`config.mk`:
```
export PLATFORM = sky130hd
export DESIGN_NAME = decoder_scan_n
export DESIGN_NICKNAME = d
export VERILOG_FILES = /design/src/rtl/decoder_pkg.sv /design/src/rtl/decoder_scan_n_core.sv /design/src/rtl/decoder_scan_n.sv
export SDC_FILE = /design/constraint.sdc
export NUM_CORES = 1
export LEC_CHECK = 0
export ABC_AREA = 1
export BUFFER_PORTS_ARGS = -buffer_cell sky130_fd_sc_hd__buf_2
export CORE_AREA = 2 2 39 41
export CTS_CLUSTER_SIZE = 24
export DETAILED_ROUTE_END_ITERATION = 16
export DIE_AREA = 0 0 41 43
export GPL_TIMING_DRIVEN = 0
export PLACE_DENSITY = 0.64
export SLEW_MARGIN = 5
export SYNTH_ARGS = -nofsm -noshare
export SYNTH_HDL_FRONTEND = slang
export SYNTH_SLANG_ARGS = --single-unit
```
`constraint.sdc`:
```
create_clock -name clk -period 0.9 [get_ports clk]
set_input_delay 0.09 -clock clk [delete_from_list [all_inputs] [get_ports clk]]
set_output_delay 0.09 -clock clk [all_outputs]
set_load 0.1 [all_outputs]
```
`src/rtl/decoder_pkg.sv`:
```
// Shared types and helpers for the scanning N-to-2^N decoder.
// The SCAN feature itself is gated in the top by DECODER_SCAN_EN.
package decoder_pkg;

    typedef enum logic [1:0] {
        IDLE   = 2'd0,
        DIRECT = 2'd1,
        SCAN   = 2'd2
    } state_e;

    localparam logic MODE_DIRECT = 1'b0;
    localparam logic MODE_SCAN   = 1'b1;

    localparam int MAX_OUT = 256;
    localparam int CNT_W   = 16;

    // Bits at or above width stay clear, so callers can truncate to their own N_OUT.
    function automatic logic [MAX_OUT-1:0] onehot(input int unsigned addr, input int unsigned width);
        logic [MAX_OUT-1:0] r;
        r = '0;
        for (int unsigned i = 0; i < MAX_OUT; i++) begin
            r[i] = (i == addr) && (i < width);
        end
        return r;
    endfunction

endpackage

```
`src/rtl/decoder_scan_n_core.sv`:
```
// Combinational ADDR_W -> 2^ADDR_W decode with selectable polarity.
// A deasserted valid produces the all-inactive pattern.
module decoder_core
    import decoder_pkg::*;
#(
    parameter int ADDR_W     = 3,
    parameter bit ACTIVE_LOW = 1'b1
) (
    input  logic [ADDR_W-1:0]      addr,
    input  logic                   valid,
    output logic [(1<<ADDR_W)-1:0] y
);

    localparam int N_OUT = 1 << ADDR_W;

    logic [N_OUT-1:0] hot;

    // NOTE: every always_comb output gets a default first, so no path can infer a latch.
    always_comb begin
        hot = N_OUT'(onehot(32'(addr), N_OUT));
        if (!valid) begin
            hot = '0;
        end
        y = ACTIVE_LOW ? ~hot : hot;
    end

endmodule

```
`src/rtl/decoder_scan_n.sv`:
```
// Registered N-to-2^N decoder with valid/ready input and an optional scan walker.
// Build with DECODER_SCAN_EN defined to include SCAN mode, the dwell counter and scan_wrap.
module decoder_scan_n
    import decoder_pkg::*;
#(
    parameter int ADDR_W     = 3,
    parameter int DWELL      = 4,
    parameter bit ACTIVE_LOW = 1'b1
) (
    input  logic                   clk,
    input  logic                   rst,
    input  logic                   en,
    input  logic                   mode,
    input  logic                   in_valid,
    output logic                   in_ready,
    input  logic [ADDR_W-1:0]      addr,
    output logic [(1<<ADDR_W)-1:0] y,
    output logic                   y_valid,
    output logic [ADDR_W-1:0]      cur_addr,
    output logic                   scan_wrap
);

    localparam int               N_OUT  = 1 << ADDR_W;
    localparam logic [N_OUT-1:0] Y_IDLE = {N_OUT{ACTIVE_LOW}};

    state_e             state_q, state_d;
    logic [N_OUT-1:0]   y_q, y_d;
    logic               y_valid_q, y_valid_d;
    logic [ADDR_W-1:0]  cur_addr_q, cur_addr_d;
    logic               mode_eff;

`ifdef DECODER_SCAN_EN
    localparam logic [CNT_W-1:0] CNT_RELOAD = CNT_W'(DWELL - 1);

    logic [CNT_W-1:0] cnt_q, cnt_d;
    logic             scan_wrap_q, scan_wrap_d;

    assign mode_eff  = mode;
    assign scan_wrap = scan_wrap_q;
`else
    logic scan_cfg_unused;

    assign mode_eff        = MODE_DIRECT;
    assign scan_wrap       = 1'b0;
    assign scan_cfg_unused = mode ^ (DWELL == 0);
`endif

    assign in_ready = en & (mode_eff == MODE_DIRECT) & ~rst;

    always_comb begin
        state_d    = state_q;
        y_valid_d  = y_valid_q;
        cur_addr_d = cur_addr_q;
`ifdef DECODER_SCAN_EN
        cnt_d       = cnt_q;
        scan_wrap_d = 1'b0;
`endif
        if (!en) begin
            state_d    = IDLE;
            y_valid_d  = 1'b0;
            cur_addr_d = '0;
`ifdef DECODER_SCAN_EN
            cnt_d = '0;
        end else if (mode_eff == MODE_SCAN) begin
            // Entry from any other state restarts at address 0 with a full dwell, without a wrap pulse.
            if (state_q != SCAN) begin
                state_d    = SCAN;
                y_valid_d  = 1'b1;
                cur_addr_d = '0;
                cnt_d      = CNT_RELOAD;
            end else if (cnt_q == '0) begin
                cur_addr_d  = cur_addr_q + 1'b1;
                cnt_d       = CNT_RELOAD;
                scan_wrap_d = &cur_addr_q;
            end else begin
                cnt_d = cnt_q - 1'b1;
            end
`endif
        end else if (in_valid) begin
            state_d    = DIRECT;
            y_valid_d  = 1'b1;
            cur_addr_d = addr;
        end else if (state_q == SCAN) begin
            state_d    = IDLE;
            y_valid_d  = 1'b0;
            cur_addr_d = '0;
        end
    end

    decoder_core #(
        .ADDR_W     (ADDR_W),
        .ACTIVE_LOW (ACTIVE_LOW)
    ) u_core (
        .addr  (cur_addr_d),
        .valid (y_valid_d),
        .y     (y_d)
    );

    // NOTE: state uses non-blocking assignments only; reset is synchronous, so it lives inside the clocked branch.
    always_ff @(posedge clk) begin
        if (rst) begin
            state_q    <= IDLE;
            y_q        <= Y_IDLE;
            y_valid_q  <= 1'b0;
            cur_addr_q <= '0;
        end else begin
            state_q    <= state_d;
            y_q        <= y_d;
            y_valid_q  <= y_valid_d;
            cur_addr_q <= cur_addr_d;
        end
    end

`ifdef DECODER_SCAN_EN
    always_ff @(posedge clk) begin
        if (rst) begin
            cnt_q       <= '0;
            scan_wrap_q <= 1'b0;
        end else begin
            cnt_q       <= cnt_d;
            scan_wrap_q <= scan_wrap_d;
        end
    end
`endif

    assign y        = y_q;
    assign y_valid  = y_valid_q;
    assign cur_addr = cur_addr_q;

endmodule

```
==> results of run 1 <==
## kinds of logic after synthesis
logic type,synth area share
compound gates,0.0201
other cells,0.00861
simple gates,0.307
buf+inv,0.112
flops,0.552
## state kept, by name, summed over array words and instances (netlist names)
| register | count |
|---|---|
| y | 8 |
| cur_addr | 3 |
| y_valid | 1 |
## power groups by stage
stage	registers [uW]	clock network, uW	logic [uW]
2_1_floorplan	639	0	99.2
3_3_place_gp	552	0	233
3_5_place_dp	552	0	234
4_1_cts	547	445	270
5_1_grt	549	472	328
6_report	547	435	313
## layer usage
metal	vias up	wire (um)	GRT usage
li1	217	-	-
met1	194	421	0.163
met2	14	535	0.178
met3	4	46	0.0314
met4	0	31	0.140
met5	-	0	0
## stage by stage
step,worst slack [ns],power (uW)
floorplan,-0.201,738
global placement,-0.106,785
detailed placement,-0.102,787
CTS,-0.0604,1260
global route,-0.0878,1350
finish,-0.0455,1300
## final timing paths
| check | to | slack, ns | depth (start not counted) |
|---|---|---|---|
| max | cur_addr[2] | -0.05 | 1 |
| max reg2reg | y[3]$_SDFF_PP1_ | -0.04 | 5 |
| min reg2reg | cur_addr[2]$_SDFF_PP0_ | 0.65 | 4 |
| min | cur_addr[2]$_SDFF_PP0_ | 0.04 | 2 |
## what timing repair did
action | in CTS | in global routing
resized for setup | 54 | 22
pin swaps | 0 | 10
cloned | 0 | 0
buffers inserted | 0 | 1
setup endpoints to repair | 21 | 17
## worst reg2reg max path, cell delays in order, from the launching register on
cell     delay [ns]
dfxtp_4        0.36
inv_1          0.05
nand2_2        0.08
nand3_4        0.11
nor2_4         0.15
nand2_2        0.07
## synthesized netlist by cell type
| cell | n | area share |
|---|---|---|
| a21oi_2 | 1 | 0.020 |
| buf_4 | 1 | 0.017 |
| conb_1 | 1 | 0.0086 |
| dfxtp_1 | 12 | 0.55 |
| inv_1 | 11 | 0.095 |
| nand2_1 | 20 | 0.17 |
| nand2_2 | 1 | 0.014 |
| nand3_1 | 2 | 0.023 |
| nor2_1 | 8 | 0.069 |
| nor2_2 | 2 | 0.029 |
## layout make-up
cell class	instances	area, um^2	share of cell area
plain buffers	1	7.51	0.00836
clock buffers	4	36.3	0.0404
inverters	11	53.8	0.0599
multi-input cells	35	236	0.263
flip-flops and latches	12	265	0.295
well taps	16	20.0	0.0223
repair buffers	20	279	0.311
==> reports/qor.csv, run 1 <==
metric;value;unit
dpl_cell_area;593;um^2
fin_setup_tns;-0.158;ns
maxCapViolations;0;
drv_slew;0;
rsz0062_at_grt;yes;
cts-htree-levels;1;
switching_share;0.322;
timing.fmax;1.06;GHz
syn_nets;67;
vias_per_cell;4.33;
power.density;1440;mW/mm^2
hold_ws;0.0408;ns
wl;1030;um
fin_area;898;um^2
critPathLaunch;cur_addr[2]$_SDFF_PP0_;
clockBufferDepth;2;
final_cells;99;
violations;setup timing;
fin_skew;0.00560;ns
synth_cells;59;
grt.overflow.total;0;
wl_per_cell;10.4;um
setup_viol;7;
ys_seq_area_frac;0.552;
layout_setup_ws;-0.0455;ns
firstDrtPassIters;3;
critical_path_required;0.81;ns
final_common_cell;nand2_1;
fillers;118;
ys_types;10;
dieWidth;41;um
grt_pass1_vias;359;
avgSynthCellArea;7.38;um^2
placed_cells;94;
cpMaxStageDelayCell;dfxtp_4;
clkSlewWorstSetupHoldPaths;0.08;ns
fin_util;0.649;
clock-sinks;12;
die_h;43;um
leakage;0.000409;uW
hold_start;rst;
crit_family;flip-flops;
drive_gt1_frac;0.675;
ys_ff_latch;12;
worstPathArrival;0.86;ns
most-common-layout-cells;nand2_1 (13), buf_12 (11), inv_1 (9);
r2r_start;cur_addr[1]$_SDFF_PP0_;
syn_area;435;um^2
vias;429;
fin_crit_sh;1.05;
slowest_delay;0.36;ns
dp_hpwl;655;um
ctsHoldBuffers;0;
grt_use_total;0.135;
diodes;0;
ant_nets;0;
cts_buffers;3;
worstPathCellList;buf_6;
antenna_found_initial;0;
ir_drop;0.000751;V
hold_path.class;input port to flop;
grt_pass1_wl;1470;um
pwr-share-clk;0.336;
drc;0;
critical_path_class;flop to primary output;
outcome;finished, violations left;
startpoint_type;flop;
min_period;0.946;ns
portBuffers;19;
clock_latency;0.28;ns
final_nets;92;
power.share.sequential;0.422;
worst-path-max-fanout;2;
fp.coreArea;0.00138;mm^2
detail_route.iter0.violations;13;
root_buffer;clkbuf_4;
net-switching-power;417;uW
critPathBufInv;1;
cts_tree;yes;
pwr-share-comb;0.242;
rows;14;
end_kind;primary output;
die_area;0.00176;mm^2
yosys_warnings;0;
areaGrowthSynthToFinish;106;%
hold_viol_final;0;
start_util;0.315;
io-pin-count;22;
grt_max_degree;8;
routabilityCongestion;0.789;
intPower;879;uW
Power figures use the tool's default switching activity.
==> inputs of run 2 (changes only) <==
--- a/config.mk
+++ b/config.mk
@@ -8,12 +8,14 @@
 export ABC_AREA = 1
 export BUFFER_PORTS_ARGS = -buffer_cell sky130_fd_sc_hd__buf_2
 export CORE_AREA = 2 2 39 41
+export CTS_BUF_LIST = sky130_fd_sc_hd__clkbuf_8
 export CTS_CLUSTER_SIZE = 24
 export DETAILED_ROUTE_END_ITERATION = 16
 export DIE_AREA = 0 0 41 43
 export GPL_TIMING_DRIVEN = 0
-export PLACE_DENSITY = 0.64
+export PLACE_DENSITY = 0.69
 export SLEW_MARGIN = 5
 export SYNTH_ARGS = -nofsm -noshare
 export SYNTH_HDL_FRONTEND = slang
+export SYNTH_HIERARCHICAL = 1
 export SYNTH_SLANG_ARGS = --single-unit
==> run 2 against run 1 <==
  * The run still ends with setup timing left
  * Via count increased by 19%
  * Synthesized area is 15% higher
  * Utilization increased by 4.2 points
  * Non-clock buffer count up 8
  * Die area is the same
  * Design area up 6.4%
  * Synthesized cell count is 17% higher
  * Maximum frequency shrank 17%
  * Count of clock-buffer cells in the layout shrank 1
  * Critical path type is now flop to flop
  * Largest cell class unchanged
  * Highest routed layer unchanged
==> reports/qor.csv, run 2 <==
metric;value;unit;change
ys_top_cells_by_area;dfxtp_1 (48%), nand2_1 (12%), inv_1 (11%), or2_1 (6.3%), nor2_1 (6.0%);;
portBuffers;19;;unchanged
ir_drop;0.000857;V;+14%
ys_top_cells_by_count;nand2_1 (16), inv_1 (14), dfxtp_1 (12), nor2_1 (8), or2_1 (5);;
startpoint_type;flop;;
wl_per_cell;11.5;um;+9.9%
synth_cells;69;;+17%
cts_buffers;3;;unchanged
setup_viol;12;;+5
rsz0062_at_grt;yes;;
avgSynthCellArea;7.25;um^2;-1.7%
critPathBufInv;3;;+2
power.density;1460;mW/mm^2;+1.4%
layout_setup_ws;-0.242;ns;-0.196 ns
antenna_found_initial;0;;unchanged
drive_gt1_frac;0.740;;+0.0653
synth_flop_cell;dfxtp_1;;
holdPathStages;2;;unchanged
holdPathEnd;y[1]$_SDFF_PP1_;;
drt-met1-wl;502;um;+19%
diodes;0;;unchanged
wl_met3;66;um;+43%
r2r_end;y[1]$_SDFF_PP1_;;
clock-sinks;12;;unchanged
fin_setup_tns;-2.05;ns;-1.89 ns
r2r_start;cur_addr[0]$_SDFF_PP0_;;
worstPathArrival;1.26;ns;+0.40 ns
reg2reg_depth;8;;+3
root_buffer;clkbuf_8;;
worstPathCellList;inv_2, nand2_2, nand3_4, inv_6, inv_4, nor2_4, nand2_1, or2_4;;
placed_cells;104;;+11%
final_cells;116;;+17%
grt_max_degree;11;;+3
seq_area;264;um^2;-0.47%
rows;14;;unchanged
fillers;96;;-19%
hold_ws;0.118;ns;+0.0768 ns
routed.top_layer;met4;;
syn_area;500;um^2;+15%
ys_seq_area_frac;0.480;;-0.0717
start_util;0.362;;+0.0470
drc;0;;unchanged
slowest_delay;0.35;ns;about the same
ys_async_sr_fraction;0;;unchanged
leakage;0.000430;uW;+5.1%
drv_slew;0;;unchanged
die_h;43;um;unchanged
worst-path-max-fanout;4;;+2
synth-adder-area-share;0;;unchanged
vias;511;;+19%
areaGrowthSynthToFinish;91.0;%;
cpMaxStageDelayCell;dfxtp_4;;
synth_compound_area_frac;0;;-0.0201
fp.coreArea;0.00138;mm^2;unchanged
grt_pass1_wl;1810;um;+23%
critical_path_required;1.02;ns;+0.21 ns
fin_util;0.691;;+0.0416
total_power;1400;uW;+7.9%
dieWidth;41;um;unchanged
grt.overflow.total;0;;unchanged
critical_path_class;flop to flop;;
fin_crit_sh;1.27;;+0.218
wl;1330;um;+29%
routabilityCongestion;0.789;;about the same
cts-htree-levels;1;;unchanged
clock_latency;0.23;ns;-0.05 ns
hold_path.class;input port to flop;;
crit_family;simple AND/OR/NAND/NOR gates;;
final_common_cell;buf_6;;
largest_reg_flops;8;;unchanged
hold_start;rst;;
clkSlewWorstSetupHoldPaths;0.05;ns;-0.03 ns
min_period;1.14;ns;+0.196 ns
hold_viol_final;0;;unchanged
ant_nets;0;;unchanged
multi_input_area;272;um^2;+15%
end_kind;flop;;
synth_top_family_by_area;simple AND/OR/NAND/NOR gates;;
synthSimpleGateAreaFrac;0.355;;+0.0475
synth_edf_count;0;;unchanged
final_nets;109;;+18%
ys_ff_latch;12;;unchanged
maxCapViolations;0;;unchanged
cts_tree;yes;;
io-pin-count;22;;unchanged
outcome;finished, violations left;;
dp_hpwl;674;um;+2.9%
synthXorXnorAreaFrac;0;;unchanged
met2_length;707;um;+32%
synthMuxAreaShare;0;;unchanged
ys_types;14;;+4
fin_skew;0.00493;ns;-0.000670 ns
grt_pass1_vias;464;;+29%
most-common-layout-cells;buf_6 (12), nand2_1 (11), inv_2 (8), buf_4 (8), dfxtp_2 (7);;
detail_route.iter0.violations;7;;-6
violations;setup timing;;
yosysTopAreaCellShare;0.480;;-0.0717
syn_nets;77;;+15%
die_area;0.00176;mm^2;unchanged
vias_per_cell;4.41;;+1.7%
yosysMostFrequentCell;nand2_1;;
r2r_slack;-0.24;ns;-0.20 ns
timing.fmax;0.876;GHz;-17%
yosys_warnings;6;;+6
clockBufferDepth;2;;unchanged
firstDrtPassIters;4;;+1
synth_top_cell_by_area;dfxtp_1;;
grt_use_total;0.156;;+0.0209
[run 2: power by group]
part / switching (uW) / internal (uW)
combinational: 247 / 123
sequential: 9.42 / 539
clock: 180 / 299
total: 437 / 961
[run 2: final cells by class]
| class | count | area share |
|---|---|---|
| multi-input cells | 39 | 0.284 |
| flip-flops and latches | 12 | 0.276 |
| repair buffers | 27 | 0.274 |
| inverters | 16 | 0.0785 |
| clock buffers | 3 | 0.0432 |
| well taps | 16 | 0.0209 |
| plain buffers | 2 | 0.0196 |
| clock inverters | 1 | 0.00393 |
[run 2: worst max-delay path by stage]
| stage | start | to | slack (ns) | cells past startpoint |
|---|---|---|---|---|
| 2_1_floorplan | cur_addr[0]$_SDFF_PP0_ | y[1]$_SDFF_PP1_ | -0.42 | 8 |
| 3_3_place_gp | cur_addr[0]$_SDFF_PP0_ | y[1]$_SDFF_PP1_ | -0.27 | 8 |
| 3_5_place_dp | cur_addr[0]$_SDFF_PP0_ | y[1]$_SDFF_PP1_ | -0.28 | 8 |
| 4_1_cts | cur_addr[1]$_SDFF_PP0_ | y[2]$_SDFF_PP1_ | -0.22 | 8 |
| 5_1_grt | cur_addr[0]$_SDFF_PP0_ | y[1]$_SDFF_PP1_ | -0.30 | 8 |
| 6_report | cur_addr[0]$_SDFF_PP0_ | y[1]$_SDFF_PP1_ | -0.24 | 8 |
[run 2: timing repair]
item                                    4_1_cts  5_1_grt
resized for setup                            37       24
endpoints found under the setup margin       21       13
buffers inserted                              6        4
pin swaps                                     9        7
hold buffers                                  0        0
[run 2: layer usage]
| metal | GRT usage | vias up |
|---|---|---|
| li1 | - | 254 |
| met1 | 0.172 | 235 |
| met2 | 0.244 | 14 |
| met3 | 0.0366 | 8 |
| met4 | 0.113 | 0 |
| met5 | 0 | - |
[run 2: through the flow]
stage | setup WS [ns] | instance area, um^2
after floorplan | -0.425 | 547
after global placement | -0.267 | 662
after detailed placement | -0.282 | 662
after CTS | -0.224 | 856
after global routing | -0.295 | 956
final | -0.242 | 956
[run 2: cells by family (layout without fill, tap and decap cells)]
| family | count (synthesis) | in the layout |
|---|---|---|
| other | 1 | 1 |
| and+or+nand+nor | 38 | 38 |
| buffers and inverters | 18 | 49 |
| DFF | 12 | 12 |
